==> config.mk <==
export PLATFORM = sky130hd
export DESIGN_NAME = wb2axi_burst_flat
export DESIGN_NICKNAME = d
export VERILOG_FILES = /design/src/rtl/wb2axi_burst_pkg.sv /design/src/rtl/wb2axi_burst_if.sv /design/src/rtl/wb2axi_burst_lanes.sv /design/src/rtl/wb2axi_burst.sv /design/src/flat_wrapper.sv
export SDC_FILE = /design/constraint.sdc
export NUM_CORES = 1
export LEC_CHECK = 0
export ABC_AREA = 1
export ABC_CLOCK_PERIOD_IN_PS = 2000
export BUFFER_PORTS_ARGS = -buffer_cell sky130_fd_sc_hd__buf_2
export CAP_MARGIN = 20
export CORE_ASPECT_RATIO = 0.8
export CORE_UTILIZATION = 44
export CTS_CLUSTER_SIZE = 10
export DETAILED_ROUTE_END_ITERATION = 8
export GPL_TIMING_DRIVEN = 0
export HOLD_SLACK_MARGIN = 0.15
export PLACE_DENSITY = 0.78
export SYNTH_ARGS = -nofsm -noshare
export SYNTH_HDL_FRONTEND = slang
export SYNTH_SLANG_ARGS = --single-unit
export TNS_END_PERCENT = 10
==> constraint.sdc <==
create_clock -name i_clk -period 2 [get_ports i_clk]
set_input_delay 0.1 -clock i_clk [delete_from_list [all_inputs] [get_ports i_clk]]
set_output_delay 0.1 -clock i_clk [all_outputs]
set_load 0.005 [all_outputs]
==> src/rtl/wb2axi_burst_pkg.sv <==
// Shared encodings for the Wishbone-to-AXI burst bridge: WB cycle types,
// AXI burst/response codes, the bridge state enum and the burst-length helper.
package wb2axi_burst_pkg;

  typedef enum logic [2:0] {
    CTI_CLASSIC = 3'b000,
    CTI_INCR    = 3'b010,
    CTI_EOB     = 3'b111
  } cti_e;

  typedef enum logic [1:0] {
    BURST_FIXED = 2'b00,
    BURST_INCR  = 2'b01,
    BURST_WRAP  = 2'b10
  } axi_burst_e;

  typedef enum logic [1:0] {
    RESP_OKAY   = 2'b00,
    RESP_EXOKAY = 2'b01,
    RESP_SLVERR = 2'b10,
    RESP_DECERR = 2'b11
  } axi_resp_e;

  typedef enum logic [2:0] {
    ST_IDLE,
    ST_WRITE,
    ST_WRESP,
    ST_RADDR,
    ST_RDATA,
    ST_DRAIN
  } state_e;

  localparam logic [1:0] BTE_LINEAR    = 2'b00;
  localparam logic [2:0] AXI_SIZE_WORD = 3'd2;

  // Beats allowed from addr before hitting MAX_BURST, the MAX_BURST-word
  // boundary or the 4 KiB page boundary, returned as an AXI len (beats - 1).
  function automatic logic [7:0] calc_arlen(input logic [11:0] addr, input int max_burst);
    int word;
    int to_mb;
    int to_4k;
    int beats;
    word  = int'(addr[11:2]);
    to_mb = max_burst - (word % max_burst);
    to_4k = 1024 - word;
    beats = (to_mb < to_4k) ? to_mb : to_4k;
    beats = (beats < max_burst) ? beats : max_burst;
    return 8'(beats - 1);
  endfunction

endpackage

==> src/rtl/wb2axi_burst_if.sv <==
// Bundle of the Wishbone slave port and the AXI master port of the bridge.
// slave = bridge view, master = the system (WB master + AXI slave) view.
interface wb2axi_burst_if #(
  parameter int AW       = 32,
  parameter int AXI_DW   = 64,
  parameter int ID_WIDTH = 1
);
  logic [AW-1:0]       i_wb_adr;
  logic [31:0]         i_wb_dat;
  logic [3:0]          i_wb_sel;
  logic                i_wb_we;
  logic                i_wb_cyc;
  logic                i_wb_stb;
  logic [2:0]          i_wb_cti;
  logic [1:0]          i_wb_bte;
  logic [31:0]         o_wb_rdt;
  logic                o_wb_ack;
  logic                o_wb_err;

  logic [ID_WIDTH-1:0] o_awid;
  logic [AW-1:0]       o_awaddr;
  logic [7:0]          o_awlen;
  logic [2:0]          o_awsize;
  logic [1:0]          o_awburst;
  logic                o_awvalid;
  logic                i_awready;

  logic [AXI_DW-1:0]   o_wdata;
  logic [AXI_DW/8-1:0] o_wstrb;
  logic                o_wlast;
  logic                o_wvalid;
  logic                i_wready;

  logic [1:0]          i_bresp;
  logic                i_bvalid;
  logic                o_bready;

  logic [ID_WIDTH-1:0] o_arid;
  logic [AW-1:0]       o_araddr;
  logic [7:0]          o_arlen;
  logic [2:0]          o_arsize;
  logic [1:0]          o_arburst;
  logic                o_arvalid;
  logic                i_arready;

  logic [AXI_DW-1:0]   i_rdata;
  logic [1:0]          i_rresp;
  logic                i_rlast;
  logic                i_rvalid;
  logic                o_rready;

  modport slave (
    input  i_wb_adr, i_wb_dat, i_wb_sel, i_wb_we, i_wb_cyc, i_wb_stb, i_wb_cti, i_wb_bte,
    output o_wb_rdt, o_wb_ack, o_wb_err,
    output o_awid, o_awaddr, o_awlen, o_awsize, o_awburst, o_awvalid,
    input  i_awready,
    output o_wdata, o_wstrb, o_wlast, o_wvalid,
    input  i_wready,
    input  i_bresp, i_bvalid,
    output o_bready,
    output o_arid, o_araddr, o_arlen, o_arsize, o_arburst, o_arvalid,
    input  i_arready,
    input  i_rdata, i_rresp, i_rlast, i_rvalid,
    output o_rready
  );

  modport master (
    output i_wb_adr, i_wb_dat, i_wb_sel, i_wb_we, i_wb_cyc, i_wb_stb, i_wb_cti, i_wb_bte,
    input  o_wb_rdt, o_wb_ack, o_wb_err,
    input  o_awid, o_awaddr, o_awlen, o_awsize, o_awburst, o_awvalid,
    output i_awready,
    input  o_wdata, o_wstrb, o_wlast, o_wvalid,
    output i_wready,
    output i_bresp, i_bvalid,
    input  o_bready,
    input  o_arid, o_araddr, o_arlen, o_arsize, o_arburst, o_arvalid,
    output i_arready,
    output i_rdata, i_rresp, i_rlast, i_rvalid,
    input  o_rready
  );
endinterface

==> src/rtl/wb2axi_burst_lanes.sv <==
// Maps the 32-bit Wishbone word onto the wide AXI data bus: write replication
// with a shifted strobe, and read selection of one 32-bit lane.
module wb2axi_burst_lanes #(
  parameter  int AXI_DW = 64,
  localparam int NLANES = AXI_DW / 32,
  localparam int LANE_W = (NLANES > 1) ? $clog2(NLANES) : 1
) (
  input  logic [LANE_W-1:0]   wr_lane,
  input  logic [31:0]         wb_dat,
  input  logic [3:0]          wb_sel,
  output logic [AXI_DW-1:0]   wdata,
  output logic [AXI_DW/8-1:0] wstrb,
  input  logic [LANE_W-1:0]   rd_lane,
  input  logic [AXI_DW-1:0]   rdata,
  output logic [31:0]         rdt
);

  assign wdata = {NLANES{wb_dat}};
  assign rdt   = rdata[{rd_lane, 5'b00000} +: 32];

  always_comb begin
    wstrb = '0;
    wstrb[{wr_lane, 2'b00} +: 4] = wb_sel;
  end

endmodule

==> src/rtl/wb2axi_burst.sv <==
// Wishbone B4 slave to AXI4 master bridge: single-beat writes, classic and
// incrementing reads mapped to AXI read bursts, one AXI transaction at a time.
module wb2axi_burst
  import wb2axi_burst_pkg::*;
#(
  parameter int AW        = 32,
  parameter int AXI_DW    = 64,
  parameter int MAX_BURST = 8,
  parameter int ID_WIDTH  = 1
) (
  input  logic              i_clk,
  input  logic              i_rst,
  wb2axi_burst_if.slave     bus
);

  localparam int NLANES = AXI_DW / 32;
  localparam int LANE_W = (NLANES > 1) ? $clog2(NLANES) : 1;
  localparam int SW     = AXI_DW / 8;

  state_e            state_q, state_d;
  logic              awvalid_q, awvalid_d;
  logic              wvalid_q, wvalid_d;
  logic              arvalid_q, arvalid_d;
  logic              bready_q, bready_d;
  logic              ack_q, ack_d;
  logic              err_q, err_d;
  logic [AW-1:0]     addr_q, addr_d;
  logic [7:0]        arlen_q, arlen_d;
  logic [AXI_DW-1:0] wdata_q, wdata_d;
  logic [SW-1:0]     wstrb_q, wstrb_d;
  logic [AW-3:0]     exp_q, exp_d;
  logic [31:0]       rdt_q, rdt_d;

  logic              wb_req;
  logic              adr_match;
  logic              rready;
  logic              r_hs;
  logic              rd_abort;
  logic [LANE_W-1:0] wr_lane;
  logic [LANE_W-1:0] rd_lane;
  logic [AXI_DW-1:0] lane_wdata;
  logic [SW-1:0]     lane_wstrb;
  logic [31:0]       lane_rdt;
  logic              unused;

  assign unused = ^{bus.i_wb_adr[1:0], bus.i_bresp[0], bus.i_rresp[0]};

  generate
    if (NLANES > 1) begin : g_lanes
      assign wr_lane = bus.i_wb_adr[LANE_W+1:2];
      assign rd_lane = exp_q[LANE_W-1:0];
    end else begin : g_one_lane
      assign wr_lane = '0;
      assign rd_lane = '0;
    end
  endgenerate

  wb2axi_burst_lanes #(.AXI_DW(AXI_DW)) u_lanes (
    .wr_lane (wr_lane),
    .wb_dat  (bus.i_wb_dat),
    .wb_sel  (bus.i_wb_sel),
    .wdata   (lane_wdata),
    .wstrb   (lane_wstrb),
    .rd_lane (rd_lane),
    .rdata   (bus.i_rdata),
    .rdt     (lane_rdt)
  );

  // rready stays combinational so a beat is only taken while the WB master
  // is actually asking for the word the burst is about to deliver.
  assign wb_req    = bus.i_wb_cyc & bus.i_wb_stb;
  assign adr_match = (bus.i_wb_adr[AW-1:2] == exp_q);
  assign rready    = (state_q == ST_DRAIN) |
                     ((state_q == ST_RDATA) & wb_req & ~bus.i_wb_we & ~ack_q & ~err_q & adr_match);
  assign r_hs      = bus.i_rvalid & rready;
  assign rd_abort  = ~bus.i_wb_cyc |
                     (~ack_q & ~err_q & bus.i_wb_stb & (bus.i_wb_we | ~adr_match));

  always_comb begin
    state_d   = state_q;
    awvalid_d = awvalid_q;
    wvalid_d  = wvalid_q;
    arvalid_d = arvalid_q;
    bready_d  = bready_q;
    ack_d     = 1'b0;
    err_d     = 1'b0;
    addr_d    = addr_q;
    arlen_d   = arlen_q;
    wdata_d   = wdata_q;
    wstrb_d   = wstrb_q;
    exp_d     = exp_q;
    rdt_d     = rdt_q;

    unique case (state_q)
      // A pending ack/err blocks new requests so the master can drop stb.
      ST_IDLE: begin
        if (wb_req & ~ack_q & ~err_q) begin
          addr_d = {bus.i_wb_adr[AW-1:2], 2'b00};
          if (bus.i_wb_we) begin
            state_d   = ST_WRITE;
            awvalid_d = 1'b1;
            wvalid_d  = 1'b1;
            wdata_d   = lane_wdata;
            wstrb_d   = lane_wstrb;
          end else begin
            state_d   = ST_RADDR;
            arvalid_d = 1'b1;
            exp_d     = bus.i_wb_adr[AW-1:2];
            arlen_d   = (bus.i_wb_cti == CTI_INCR && bus.i_wb_bte == BTE_LINEAR)
                        ? calc_arlen(bus.i_wb_adr[11:0], MAX_BURST) : 8'd0;
          end
        end
      end
      ST_WRITE: begin
        if (bus.i_awready) awvalid_d = 1'b0;
        if (bus.i_wready)  wvalid_d  = 1'b0;
        if (~awvalid_d & ~wvalid_d) begin
          state_d  = ST_WRESP;
          bready_d = 1'b1;
        end
      end
      ST_WRESP: begin
        if (bus.i_bvalid) begin
          bready_d = 1'b0;
          ack_d    = ~bus.i_bresp[1];
          err_d    = bus.i_bresp[1];
          state_d  = ST_IDLE;
        end
      end
      ST_RADDR: begin
        if (bus.i_arready) begin
          arvalid_d = 1'b0;
          state_d   = ST_RDATA;
        end
      end
      ST_RDATA: begin
        if (r_hs) begin
          ack_d = ~bus.i_rresp[1];
          err_d = bus.i_rresp[1];
          rdt_d = lane_rdt;
          exp_d = exp_q + 1'b1;
          if (bus.i_rlast) state_d = ST_IDLE;
        end else if (rd_abort) begin
          state_d = ST_DRAIN;
        end
      end
      ST_DRAIN: begin
        if (bus.i_rvalid & bus.i_rlast) state_d = ST_IDLE;
      end
      default: state_d = ST_IDLE;
    endcase
  end

  always_ff @(posedge i_clk) begin
    if (i_rst) begin
      state_q   <= ST_IDLE;
      awvalid_q <= 1'b0;
      wvalid_q  <= 1'b0;
      arvalid_q <= 1'b0;
      bready_q  <= 1'b0;
      ack_q     <= 1'b0;
      err_q     <= 1'b0;
      addr_q    <= '0;
      arlen_q   <= '0;
      wdata_q   <= '0;
      wstrb_q   <= '0;
      exp_q     <= '0;
      rdt_q     <= '0;
    end else begin
      state_q   <= state_d;
      awvalid_q <= awvalid_d;
      wvalid_q  <= wvalid_d;
      arvalid_q <= arvalid_d;
      bready_q  <= bready_d;
      ack_q     <= ack_d;
      err_q     <= err_d;
      addr_q    <= addr_d;
      arlen_q   <= arlen_d;
      wdata_q   <= wdata_d;
      wstrb_q   <= wstrb_d;
      exp_q     <= exp_d;
      rdt_q     <= rdt_d;
    end
  end

  assign bus.o_wb_rdt  = rdt_q;
  assign bus.o_wb_ack  = ack_q;
  assign bus.o_wb_err  = err_q;

  assign bus.o_awid    = '0;
  assign bus.o_awaddr  = addr_q;
  assign bus.o_awlen   = 8'd0;
  assign bus.o_awsize  = AXI_SIZE_WORD;
  assign bus.o_awburst = BURST_INCR;
  assign bus.o_awvalid = awvalid_q;

  assign bus.o_wdata   = wdata_q;
  assign bus.o_wstrb   = wstrb_q;
  assign bus.o_wlast   = 1'b1;
  assign bus.o_wvalid  = wvalid_q;
  assign bus.o_bready  = bready_q;

  assign bus.o_arid    = '0;
  assign bus.o_araddr  = addr_q;
  assign bus.o_arlen   = arlen_q;
  assign bus.o_arsize  = AXI_SIZE_WORD;
  assign bus.o_arburst = BURST_INCR;
  assign bus.o_arvalid = arvalid_q;
  assign bus.o_rready  = rready;

endmodule

==> src/flat_wrapper.sv <==
// flat-port wrapper written by rule: the top's interface ports become plain ports
module wb2axi_burst_flat import wb2axi_burst_pkg::*;
#(
  parameter int AW        = 32,
  parameter int AXI_DW    = 64,
  parameter int MAX_BURST = 8,
  parameter int ID_WIDTH  = 1
)
  (i_clk, i_rst, bus_i_wb_adr, bus_i_wb_dat, bus_i_wb_sel, bus_i_wb_we, bus_i_wb_cyc, bus_i_wb_stb, bus_i_wb_cti, bus_i_wb_bte, bus_o_wb_rdt, bus_o_wb_ack, bus_o_wb_err, bus_o_awid, bus_o_awaddr, bus_o_awlen, bus_o_awsize, bus_o_awburst, bus_o_awvalid, bus_i_awready, bus_o_wdata, bus_o_wstrb, bus_o_wlast, bus_o_wvalid, bus_i_wready, bus_i_bresp, bus_i_bvalid, bus_o_bready, bus_o_arid, bus_o_araddr, bus_o_arlen, bus_o_arsize, bus_o_arburst, bus_o_arvalid, bus_i_arready, bus_i_rdata, bus_i_rresp, bus_i_rlast, bus_i_rvalid, bus_o_rready);
  wb2axi_burst_if #(.AW(AW), .AXI_DW(AXI_DW), .ID_WIDTH(ID_WIDTH)) bus_i ();
  input  logic i_clk;
  input  logic i_rst;
  input wire logic [$bits(bus_i.i_wb_adr)-1:0] bus_i_wb_adr;
  input wire logic [$bits(bus_i.i_wb_dat)-1:0] bus_i_wb_dat;
  input wire logic [$bits(bus_i.i_wb_sel)-1:0] bus_i_wb_sel;
  input wire logic [$bits(bus_i.i_wb_we)-1:0] bus_i_wb_we;
  input wire logic [$bits(bus_i.i_wb_cyc)-1:0] bus_i_wb_cyc;
  input wire logic [$bits(bus_i.i_wb_stb)-1:0] bus_i_wb_stb;
  input wire logic [$bits(bus_i.i_wb_cti)-1:0] bus_i_wb_cti;
  input wire logic [$bits(bus_i.i_wb_bte)-1:0] bus_i_wb_bte;
  output wire logic [$bits(bus_i.o_wb_rdt)-1:0] bus_o_wb_rdt;
  output wire logic [$bits(bus_i.o_wb_ack)-1:0] bus_o_wb_ack;
  output wire logic [$bits(bus_i.o_wb_err)-1:0] bus_o_wb_err;
  output wire logic [$bits(bus_i.o_awid)-1:0] bus_o_awid;
  output wire logic [$bits(bus_i.o_awaddr)-1:0] bus_o_awaddr;
  output wire logic [$bits(bus_i.o_awlen)-1:0] bus_o_awlen;
  output wire logic [$bits(bus_i.o_awsize)-1:0] bus_o_awsize;
  output wire logic [$bits(bus_i.o_awburst)-1:0] bus_o_awburst;
  output wire logic [$bits(bus_i.o_awvalid)-1:0] bus_o_awvalid;
  input wire logic [$bits(bus_i.i_awready)-1:0] bus_i_awready;
  output wire logic [$bits(bus_i.o_wdata)-1:0] bus_o_wdata;
  output wire logic [$bits(bus_i.o_wstrb)-1:0] bus_o_wstrb;
  output wire logic [$bits(bus_i.o_wlast)-1:0] bus_o_wlast;
  output wire logic [$bits(bus_i.o_wvalid)-1:0] bus_o_wvalid;
  input wire logic [$bits(bus_i.i_wready)-1:0] bus_i_wready;
  input wire logic [$bits(bus_i.i_bresp)-1:0] bus_i_bresp;
  input wire logic [$bits(bus_i.i_bvalid)-1:0] bus_i_bvalid;
  output wire logic [$bits(bus_i.o_bready)-1:0] bus_o_bready;
  output wire logic [$bits(bus_i.o_arid)-1:0] bus_o_arid;
  output wire logic [$bits(bus_i.o_araddr)-1:0] bus_o_araddr;
  output wire logic [$bits(bus_i.o_arlen)-1:0] bus_o_arlen;
  output wire logic [$bits(bus_i.o_arsize)-1:0] bus_o_arsize;
  output wire logic [$bits(bus_i.o_arburst)-1:0] bus_o_arburst;
  output wire logic [$bits(bus_i.o_arvalid)-1:0] bus_o_arvalid;
  input wire logic [$bits(bus_i.i_arready)-1:0] bus_i_arready;
  input wire logic [$bits(bus_i.i_rdata)-1:0] bus_i_rdata;
  input wire logic [$bits(bus_i.i_rresp)-1:0] bus_i_rresp;
  input wire logic [$bits(bus_i.i_rlast)-1:0] bus_i_rlast;
  input wire logic [$bits(bus_i.i_rvalid)-1:0] bus_i_rvalid;
  output wire logic [$bits(bus_i.o_rready)-1:0] bus_o_rready;
  assign bus_i.i_wb_adr = bus_i_wb_adr;
  assign bus_i.i_wb_dat = bus_i_wb_dat;
  assign bus_i.i_wb_sel = bus_i_wb_sel;
  assign bus_i.i_wb_we = bus_i_wb_we;
  assign bus_i.i_wb_cyc = bus_i_wb_cyc;
  assign bus_i.i_wb_stb = bus_i_wb_stb;
  assign bus_i.i_wb_cti = bus_i_wb_cti;
  assign bus_i.i_wb_bte = bus_i_wb_bte;
  assign bus_o_wb_rdt = bus_i.o_wb_rdt;
  assign bus_o_wb_ack = bus_i.o_wb_ack;
  assign bus_o_wb_err = bus_i.o_wb_err;
  assign bus_o_awid = bus_i.o_awid;
  assign bus_o_awaddr = bus_i.o_awaddr;
  assign bus_o_awlen = bus_i.o_awlen;
  assign bus_o_awsize = bus_i.o_awsize;
  assign bus_o_awburst = bus_i.o_awburst;
  assign bus_o_awvalid = bus_i.o_awvalid;
  assign bus_i.i_awready = bus_i_awready;
  assign bus_o_wdata = bus_i.o_wdata;
  assign bus_o_wstrb = bus_i.o_wstrb;
  assign bus_o_wlast = bus_i.o_wlast;
  assign bus_o_wvalid = bus_i.o_wvalid;
  assign bus_i.i_wready = bus_i_wready;
  assign bus_i.i_bresp = bus_i_bresp;
  assign bus_i.i_bvalid = bus_i_bvalid;
  assign bus_o_bready = bus_i.o_bready;
  assign bus_o_arid = bus_i.o_arid;
  assign bus_o_araddr = bus_i.o_araddr;
  assign bus_o_arlen = bus_i.o_arlen;
  assign bus_o_arsize = bus_i.o_arsize;
  assign bus_o_arburst = bus_i.o_arburst;
  assign bus_o_arvalid = bus_i.o_arvalid;
  assign bus_i.i_arready = bus_i_arready;
  assign bus_i.i_rdata = bus_i_rdata;
  assign bus_i.i_rresp = bus_i_rresp;
  assign bus_i.i_rlast = bus_i_rlast;
  assign bus_i.i_rvalid = bus_i_rvalid;
  assign bus_o_rready = bus_i.o_rready;
  wb2axi_burst #(.AW(AW), .AXI_DW(AXI_DW), .MAX_BURST(MAX_BURST), .ID_WIDTH(ID_WIDTH)) u_core (.i_clk(i_clk), .i_rst(i_rst), .bus(bus_i));
endmodule
==> impl_metrics.tcl <==
set metrics [dict create \
    critPathMaxFanout 6 \
    coreArea_sq_mm 0.0182 \
    final-hold-violation-count 0 \
    grt_usage_pct 34.3 \
    synth.yosys.seq_area_share_pct 36.4 \
    pre_cts_ws_ns -0.507 \
    gr-max-usage-layer "met2" \
    final_cell_mix "buf_2 (324), nand2_1 (247), dlygate4sd3_1 (143), buf_4 (127), dfxtp_1 (125)" \
    syn_inst 1182 \
    slowest_stage "dlygate4sd3_1" \
    synth_top_area_cell "dfxtp_1" \
    stdcell_count 1978 \
    clock_latency_ns 0.44 \
    dieArea_sq_mm 0.0192 \
    netlist_area_sq_mm 0.00820 \
    first_global_vias 9713 \
    grt_use_met1_pct 44.1 \
    max-cap-violations 0 \
    antenna_found_initial 0 \
    ys_ff_latch 149 \
    synth_cell_type_count 43 \
    met3_usage_pct 6.68 \
    grt_pass1_wl_mm 50.8 \
    yosys_warnings 0 \
    final_util_pct 72.4 \
    drtIter0Drc 949 \
    clockRootBuffer "clkbuf_16" \
    fin_ws_ns -0.114 \
    crit_chain "dlygate4sd3_1, buf_2, xnor2_2, nand2_1, nor2_2, nand2_2, nor2_4, nand3_2, nand2_4, nand2_8, nor2_4, buf_6, buf_8, o21ai_4, a21oi_2" \
    hold_class "in2reg" \
    drcViolationCount 0 \
    setup_viol 53 \
    die_h_um 124 \
    final_common_cell "buf_2" \
    slew_violations 0 \
    cts_buffers 17 \
    placed_cells 1759 \
    async_flop_share_pct 0 \
    start_util_pct 45.1 \
    max_stage_delay_ns 0.54 \
    viasPerCell 5.33 \
    path_class "in2reg" \
    area_growth_pct 60.4 \
    finish.net_count 1889 \
    ys_top_cells_by_area "dfxtp_1 (36%), nand2_1 (12%), buf_4 (8.4%)" \
    grt_overflow 0 \
    violations "negative setup slack" \
    io_buffers 324 \
    path_clk_slew_ns 0.07 \
    powerDensity_mw_per_mm2 954 \
    ios 356 \
    period_needed_ns 2.11 \
    cts_tree "yes" \
    fmax_mhz 473 \
    critPathMostFrequentCell "nor2_4" \
    finalWirelength_mm 35.0 \
    globalplace.congestion 0.938 \
    slew-limit-headroom_pct 43.6 \
    dp_hpwl_mm 22.3 \
    worst_slew_pin_slew_ns 0.846 \
    ant_nets 0 \
    drive_gt1_share_pct 37.0 \
    ys.flop_type "dfxtp_1" \
    final_area_sq_mm 0.0132 \
    peakVddDrop_v 0.000547 \
    cts_htree_levels 4 \
    fin_crit_sh_pct 106 \
    clk_path_buf_depth 2 \
    synth_edf_count 0 \
    worstPathArrival_ns 2.47 \
    cp-start-kind "primary input" \
    syn_area_per_cell_sq_um 6.94 \
    p_leak_uw 0.00640 \
    fp-row-count 44 \
    endpoint_kind "register" \
    yosysTopAreaCellShare_pct 36.4 \
    rsz0062_at_grt "yes" \
    use_met2_pct 56.4 \
    wl_per_cell_um 17.7 \
    via_count 10500 \
    clock_sinks 149 \
    outcome "complete, but fails checks" \
    fin_worst_skew_ns 0.0139 \
    worstPathRequired_ns 2.36 \
    dpl_cell_area_sq_mm 0.0102 \
    first_pass_iters 7 \
    grt_max_degree 17 \
    dieWidth_um 155 \
]
==> logic make-up after synthesis <==
family	after synthesis	share of synthesized area, %
mux	32	3.91
buf+inv	238	15.4
fa+ha+maj	4	0.610
simple gates	469	24.5
other cells	2	0.0916
flops	149	36.4
xor+xnor	23	2.46
compound gates	265	16.7
==> state kept, by name, indices dropped and copies added, names as in the netlist <==
name and flops:
u_core.bus.o_araddr 30, u_core.bus.o_arlen 8, u_core.bus.o_arvalid 1, u_core.bus.o_awvalid 1, u_core.bus.o_bready 1, u_core.bus.o_wb_ack 1, u_core.bus.o_wb_err 1, u_core.bus.o_wb_rdt 32
u_core.bus.o_wdata 32, u_core.bus.o_wstrb 8, u_core.bus.o_wvalid 1, u_core.exp_q 30, u_core.state_q 3
==> critical path: cells and delay by family <==
family | cells | cell delay (ns)
AND/OR/NAND/NOR | 8 | 0.94
buffers and inverters | 4 | 1.01
AO/OA/AOI/OAI | 2 | 0.24
XOR/XNOR | 1 | 0.16
==> report_power, final <==
| group | internal, uW | total [uW] | switching [uW] |
|---|---|---|---|
| combinational | 2260 | 5040 | 2780 |
| clock | 2180 | 3580 | 1400 |
| sequential | 3450 | 3930 | 479 |
| total | 7890 | 12500 | 4660 |
==> Yosys cell counts, drive strengths merged (17+ instances only) <==
| master | instances |
|---|---|
| xnor2 | 17 |
| nor2 | 98 |
| nand2 | 272 |
| dfxtp | 149 |
| nor3 | 21 |
| inv | 96 |
| nand3 | 39 |
| nand4 | 22 |
| mux2i | 32 |
| buf | 105 |
| a21oi | 131 |
| o21ai | 121 |
| clkbuf | 35 |
==> repair_timing <==
item / CTS / global route
setup buffers: 25 / 14
gates resized for setup: 101 / 110
hold buffers: 143 / 0
cloned: 4 / 1
pin swaps: 29 / 30
hold endpoints to repair: 122 / 0
setup endpoints to repair: 106 / 120
==> per-stage QoR <==
stage / TNS (ns) / power (uW) / hold WS [ns]
global placement: -27.26 / 7570 / 0.313
finish: -2.39 / 12500 / 0.156
detailed placement: -30.90 / 7640 / 0.319
floorplan: 0 / 6300 / 0.190
CTS: -0.273 / 11800 / 0.152
global route: -8.91 / 13100 / 0.162
==> layer usage <==
| metal | share of wire, % | routed length (um) |
|---|---|---|
| met2 | 46 | 16200 |
| met3 | 9.7 | 3390 |
| met4 | 3.6 | 1270 |
| met5 | 0 | 0 |
| met1 | 40 | 14200 |
==> cell type report <==
| class | instances | area (sq um) |
|---|---|---|
| repair buffers | 509 | 3420 |
| clock buffers | 20 | 457 |
| flip-flops and latches | 149 | 3030 |
| inverters | 98 | 378 |
| fillers | 1387 | 5010 |
| plain buffers | 140 | 967 |
| diodes | 2 | 5.00 |
| well taps | 230 | 288 |
| clock inverters | 12 | 191 |
| multi-input cells | 818 | 4420 |
==> final timing paths <==
check | cells after the start | endpoint | slack [ns] | startpoint
setup / recovery | 15 | u_core.bus.o_wb_rdt[13] | -0.11 | bus_i_wb_adr[17]
hold / removal | 6 | u_core.bus.o_arlen[0] | 0.16 | bus_i_wb_cti[0]
setup reg to reg | 14 | u_core.bus.o_wb_rdt[13] | -0.11 | u_core.exp_q[24]
hold reg to reg | 2 | u_core.bus.o_wstrb[5] | 0.46 | u_core.bus.o_wstrb[5]
(Power assumes the default switching activity.)
